==> config.mk <==
export PLATFORM = sky130hd
export DESIGN_NAME = bram_port_arb
export DESIGN_NICKNAME = d
export VERILOG_FILES = /design/src/rtl/bram_port_arb.sv
export SDC_FILE = /design/constraint.sdc
export NUM_CORES = 1
export LEC_CHECK = 0
export CORE_MARGIN = 2
export CORE_UTILIZATION = 30
export DETAILED_ROUTE_END_ITERATION = 8
export GPL_ROUTABILITY_DRIVEN = 0
export HOLD_SLACK_MARGIN = 0.02
export PLACE_DENSITY = 0.9
export SLEW_MARGIN = 25
export SYNTH_ARGS = -nofsm -noshare
export SYNTH_HDL_FRONTEND = slang
export SYNTH_SLANG_ARGS = --single-unit
==> constraint.sdc <==
create_clock -name clk -period 2.01 [get_ports clk]
set_clock_uncertainty 0.2 [all_clocks]
set_input_delay 0.402 -clock clk [delete_from_list [all_inputs] [get_ports clk]]
set_output_delay 0.402 -clock clk [all_outputs]
set_load 0.1 [all_outputs]
==> src/rtl/bram_port_arb.sv <==
// bram_port_arb: sweeps the RAM to INIT_VALUE after reset, then round-robins R0/R1 onto one BRAM port.
// Reads return one cycle after gnt; optional byte parity is enabled by BRAM_ARB_PARITY_EN.
module bram_port_arb #(
   parameter int ADDR_W = 10,
   parameter int DATA_W = 16,
   parameter logic [DATA_W-1:0] INIT_VALUE = '0
) (
   input  logic              clk,
   input  logic              rst_n,
   input  logic              r0_req,
   input  logic              r0_we,
   input  logic [ADDR_W-1:0] r0_addr,
   input  logic [DATA_W-1:0] r0_wdata,
   input  logic              r1_req,
   input  logic              r1_we,
   input  logic [ADDR_W-1:0] r1_addr,
   input  logic [DATA_W-1:0] r1_wdata,
   output logic              r0_gnt,
   output logic              r1_gnt,
   output logic              r0_rvalid,
   output logic              r1_rvalid,
   output logic [DATA_W-1:0] rdata,
   output logic              perr,
   output logic              init_done,
   output logic              ram_en,
   output logic              ram_we,
   output logic              ram_ssr,
   output logic [ADDR_W-1:0] ram_addr,
   output logic [DATA_W-1:0] ram_di,
   output logic [1:0]        ram_dip,
   input  logic [DATA_W-1:0] ram_do,
   input  logic [1:0]        ram_dop
);

   typedef enum logic {S_INIT, S_RUN} state_t;

   state_t            state;
   logic [ADDR_W-1:0] cnt;
   logic              rr_last;
   logic              sel;
   logic              grant;
   logic              sel_we;
   logic [ADDR_W-1:0] sel_addr;
   logic [DATA_W-1:0] sel_wdata;

   // sel = 0 picks R0, 1 picks R1; a tie goes to whoever did not win last
   always_comb begin
      sel       = (r0_req & r1_req) ? ~rr_last : r1_req;
      grant     = (state == S_RUN) & (r0_req | r1_req);
      sel_we    = sel ? r1_we    : r0_we;
      sel_addr  = sel ? r1_addr  : r0_addr;
      sel_wdata = sel ? r1_wdata : r0_wdata;
   end

   assign r0_gnt   = grant & ~sel;
   assign r1_gnt   = grant &  sel;
   assign ram_en   = (state == S_INIT) | grant;
   assign ram_we   = (state == S_INIT) | (grant & sel_we);
   assign ram_addr = (state == S_INIT) ? cnt : sel_addr;
   assign ram_di   = (state == S_INIT) ? INIT_VALUE : sel_wdata;
   assign ram_ssr  = 1'b0;
   assign rdata    = ram_do;

`ifdef BRAM_ARB_PARITY_EN
   assign ram_dip = {^ram_di[15:8], ^ram_di[7:0]};
   assign perr    = (r0_rvalid | r1_rvalid) &
                    ((ram_dop[1] != ^ram_do[15:8]) | (ram_dop[0] != ^ram_do[7:0]));
`else
   logic unused_dop;
   assign unused_dop = ^ram_dop;
   assign ram_dip    = 2'b00;
   assign perr       = 1'b0;
`endif

   always_ff @(posedge clk or negedge rst_n) begin
      if (!rst_n) begin
         state     <= S_INIT;
         cnt       <= '0;
         rr_last   <= 1'b1;
         r0_rvalid <= 1'b0;
         r1_rvalid <= 1'b0;
         init_done <= 1'b0;
      end else begin
         case (state)
            S_INIT: begin
               cnt       <= cnt + 1'b1;
               r0_rvalid <= 1'b0;
               r1_rvalid <= 1'b0;
               if (cnt == {ADDR_W{1'b1}}) begin
                  state     <= S_RUN;
                  init_done <= 1'b1;
               end
            end
            default: begin
               if (grant) rr_last <= sel;
               r0_rvalid <= grant & ~sel & ~sel_we;
               r1_rvalid <= grant &  sel & ~sel_we;
            end
         endcase
      end
   end

endmodule

* Word level (Yosys, flattened, before mapping) *
Cells that the tools add are included.

operators by class
  mux-type cells = 10
  eq/ne operators = 1
  add/sub/neg operators = 1
  reductions and logical operators = 2
  bitwise logic cells = 14

operator list
  cell                                           number
  two-way mux 16 bit                             2
  two-way mux 10 bit                             2
  adder 10 x 1 -> 10 bit, second input constant  1
  == test 10 bit, second input constant          1
  bitwise AND 1 bit                              7
  two-way mux 1 bit                              6
  NOT 1 bit                                      4
  AND reduction 2 bit                            2
  bitwise OR 1 bit                               3

word-level totals
  output and inout bits = 53
  logic and storage cells = 34
  flip-flop bits (word level) = 15
  input bits = 76

* Longest topological paths before layout *
Gate-level depths: netlist of run 1.

  depth after elaboration = 6
  gate-level depth with buffers = 5
  gate-level depth less buffers = 4

* Worst setup path after synthesis of run 1 *
Ideal clock, no wire load.

  path type = reg-to-output
  start = register rr_last
  end = output port ram_di[0]
  stages on the path, launching flop included = 5
  arrival time = 3035 ps
  path buffers = 1
  slack = -1627 ps
  path through = dfstp_2 -> a21bo_1 -> buf_6 -> nand2_1 -> a21boi_0

between the ends
  longest elaborated chain between the ends = 4

RTL lines
  what                      line  text
  start: declaration        39    logic rr_last;
  start signal: assignment  95    if (grant) rr_last <= sel;
  NOT 1 bit                 48    sel = (r0_req & r1_req) ? ~rr_last : r1_req;
  two-way mux 1 bit         48
  two-way mux 16 bit        52    sel_wdata = sel ? r1_wdata : r0_wdata;
  two-way mux 16 bit        60    assign ram_di = (state == S_INIT) ? INIT_VALUE : sel_wdata;
  end: declaration          29    output logic [DATA_W-1:0] ram_di,

Every way passes these cells.

* Worst setup path in the final report of run 1 *
  start = register rr_last
  end = output port ram_addr[3]

between the ends
  longest elaborated chain between the ends = 4

RTL lines
  what                line  text
  NOT 1 bit           48
  two-way mux 1 bit   48
  two-way mux 10 bit  51    sel_addr = sel ? r1_addr : r0_addr;
  two-way mux 10 bit  59    assign ram_addr = (state == S_INIT) ? cnt : sel_addr;
  end: declaration    28    output logic [ADDR_W-1:0] ram_addr,

Every way passes these cells.

==> impl_metrics.tcl, run 1 <==
set metrics [dict create \
    cpPeakStageDelay_ps 560 \
    grt_pass1_wl_um 9370 \
    irDropWorstVdd_mv 0.208 \
    row_count 24 \
    drc_errors 0 \
    endpoint_kind "primary output" \
    pre_cts_ws_ps -486 \
    fin_crit_ps 2370 \
    synth.avg_cell_area_um2 7.62 \
    switchingPower_uw 284 \
    violations "setup timing" \
    netlist.area_leader.share_pct 26.7 \
    synth.distinct_cells 29 \
    clkLatencyLatePin_ps 250 \
    p_int_uw 607 \
    fillers 253 \
    vias 1654 \
    ys_seq_area_share_pct 28.7 \
    critPathKind "reg2out" \
    combPwrFrac_pct 37.3 \
    grt_overflow 0 \
    drive_above_1_share_pct 52.7 \
    cp.required_ps 1410 \
    power_frac_seq_pct 33.9 \
    ant_nets 0 \
    fin_ws_ps -364 \
    ios 129 \
    dr.pass1.iters 4 \
    power_density_nw_per_um2 273 \
    dieArea_um2 4920 \
    p_sw_share_pct 31.9 \
    synth.area.top_cells "dfrtp_1 (27%), nand2_1 (16%), buf_4 (11%)" \
    path_buf_inv 3 \
    htreeDepth 1 \
    avgRoutedWirePerCell_um 19.4 \
    p_leak_nw 1.28 \
    hold_violations 0 \
    syn_to_final_growth_pct 149 \
    drtIter0Drc 51 \
    critPathMostFrequentCell "buf_12" \
    tritoncts "built" \
    cp_slowest_cell "dfstp_2" \
    path_cells "buf_4 -> a21bo_4 -> buf_12 -> nand2_1 -> a31oi_4 -> buf_12" \
    yosys_warnings 0 \
    yosys.area.top_type "dfrtp_1" \
    clkTransAtPathRegs_ps 70 \
    grt_max_degree 34 \
    fmax_mhz 421 \
    hold_path.class "in2async" \
    antenna_found_initial 0 \
    status "complete, but fails checks" \
    antenna_cells 0 \
    seqCellArea_um2 378 \
    setup_viol 29 \
    cts_hold_buf 0 \
    maxCapViolations 0 \
    chipHeight_um 70.1 \
    multi_input_area_um2 1250 \
    root_buffer "clkbuf_8" \
    nNetsFinal 340 \
    cp_max_fo 11 \
    portBuffers 90 \
    slew_viol_final 0 \
    syn_area_um2 1310 \
    grt_pass1_vias 1863 \
    core_area_um2 4290 \
    p_total_uw 891 \
    startpoint_type "register" \
    clkPwrFrac_pct 28.8 \
    hpwl_um 3760 \
    initial_core_util_pct 30.5 \
    yosys_register_bits 15 \
    rsz0062_at_grt "yes" \
    routed_via_density 5.27 \
    grt_use_total_pct 24.4 \
    clock-sinks 15 \
    cts-buffers-inserted 3 \
    syn_inst 172 \
    clockBufferDepth 2 \
    crit_family "flip-flops" \
    die_width_um 70.1 \
    post-route-period-util_pct 118 \
    wl_um 6080 \
    worstPathArrival_ps 1770 \
]
final timing paths:
kind                          from     endpoint  slack (ps)  cells past startpoint
setup / recovery           rr_last  ram_addr[3]        -360                      6
max in group asynchronous    rst_n      rr_last        1100                      2
hold / removal               rst_n    r0_rvalid         270                      2
setup reg to reg           rr_last    r0_rvalid         330                      6
min in group clk            cnt[6]       cnt[6]         320                      1
hold reg to reg             cnt[6]       cnt[6]         320                      1
power groups by stage:
stage / clock (mW) / sequential, mW / combinational, mW
final: 0.257 / 0.302 / 0.333
after detailed placement: 0 / 0.307 / 0.259
after floorplan: 0 / 0.308 / 0.271
after global routing: 0.266 / 0.302 / 0.352
after CTS: 0.250 / 0.302 / 0.318
after global placement: 0 / 0.307 / 0.251
registers in the layout, indices dropped and copies added, names as in the netlist:
register   cells
cnt           10
init_done      1
r0_rvalid      1
r1_rvalid      1
rr_last        1
state          1
final cells by class:
type,instances,area share [%]
tap,52,2.00
clock inverter,1,0.154
clock buffer,3,1.27
sequential,15,11.6
timing repair buffer,113,46.8
multi-input combinational,130,38.2
metal layers:
metal / GRT usage, % / wire length (um) / vias to the layer above
li1: - / - / 732
met1: 25.5 / 2180 / 821
met2: 45.8 / 3300 / 77
met3: 6.06 / 328 / 24
met4: 10.5 / 279 / 0
met5: 0 / 0 / -
cell usage in the layout (no fill, tap or decap), types with 3 or more instances in the layout:
cell type        synthesis  routed
a21boi_4                 1      16
a31oi_4                  0      10
buf_12                   0      38
buf_4                   20      10
buf_6                    5       6
clkbuf_8                 0       3
clkdlybuf4s50_1          0      55
conb_1                   1       4
dfrtp_1                 14      13
nand2_1                 55      12
nand2_2                  0      29
nand2_4                  0      14
nand3_1                  3       3
nor2_1                  11      11
xnor2_1                  7       7
repair_timing:
action                                  4_1_cts  5_1_grt
pin swaps                                    21       19
buffers inserted                             11        2
gates resized for setup                      48       15
endpoints found under the setup margin       29       29
gates cloned                                  2        1
metrics by stage:
stage	hold slack (ps)	instances	util [%]	TNS (ps)	cell area [um2]
global placement	282	297	67.4	-11030	2890
floorplan	-93.6	175	-	-4720	1690
global route	299	314	75.9	-10070	3260
detailed placement	314	297	67.4	-11910	2890
finish	266	314	75.9	-9000	3260
CTS	273	314	74.7	-8420	3210
cell families after synthesis:
logic type                 after synthesis  share of synthesized area [%]
and+or+nand+nor                         83                           27.6
AOI/OAI and AO/OA                       32                           18.2
buffers and inverters                   30                           17.4
DFF                                     15                           28.7
xor gates and xnor gates                 9                           6.01
adders and majority gates                1                          0.954
other                                    1                          0.286
muxes                                    1                          0.859
cell usage after synthesis (all sizes together):
cell type,count
a21bo,1
a21boi,17
a21oi,1
a31oi,11
a32oi,1
and2,1
and3,3
and4,1
and4b,2
buf,27
clkbuf,3
conb,1
dfrtp,14
dfstp,1
ha,1
mux2,1
nand2,55
nand2b,3
nand3,3
nand4,2
nor2,11
nor2b,2
o21bai,1
xnor2,7
xor2,2
Power figures use the tool's default switching activity.
==> run 2, diff against run 1 <==
- CAP_MARGIN: not set -> 10
- HOLD_SLACK_MARGIN: 0.02 -> 0.08
==> results of run 2 <==
Final layout, timing and power as in run 1 (identical DEF).
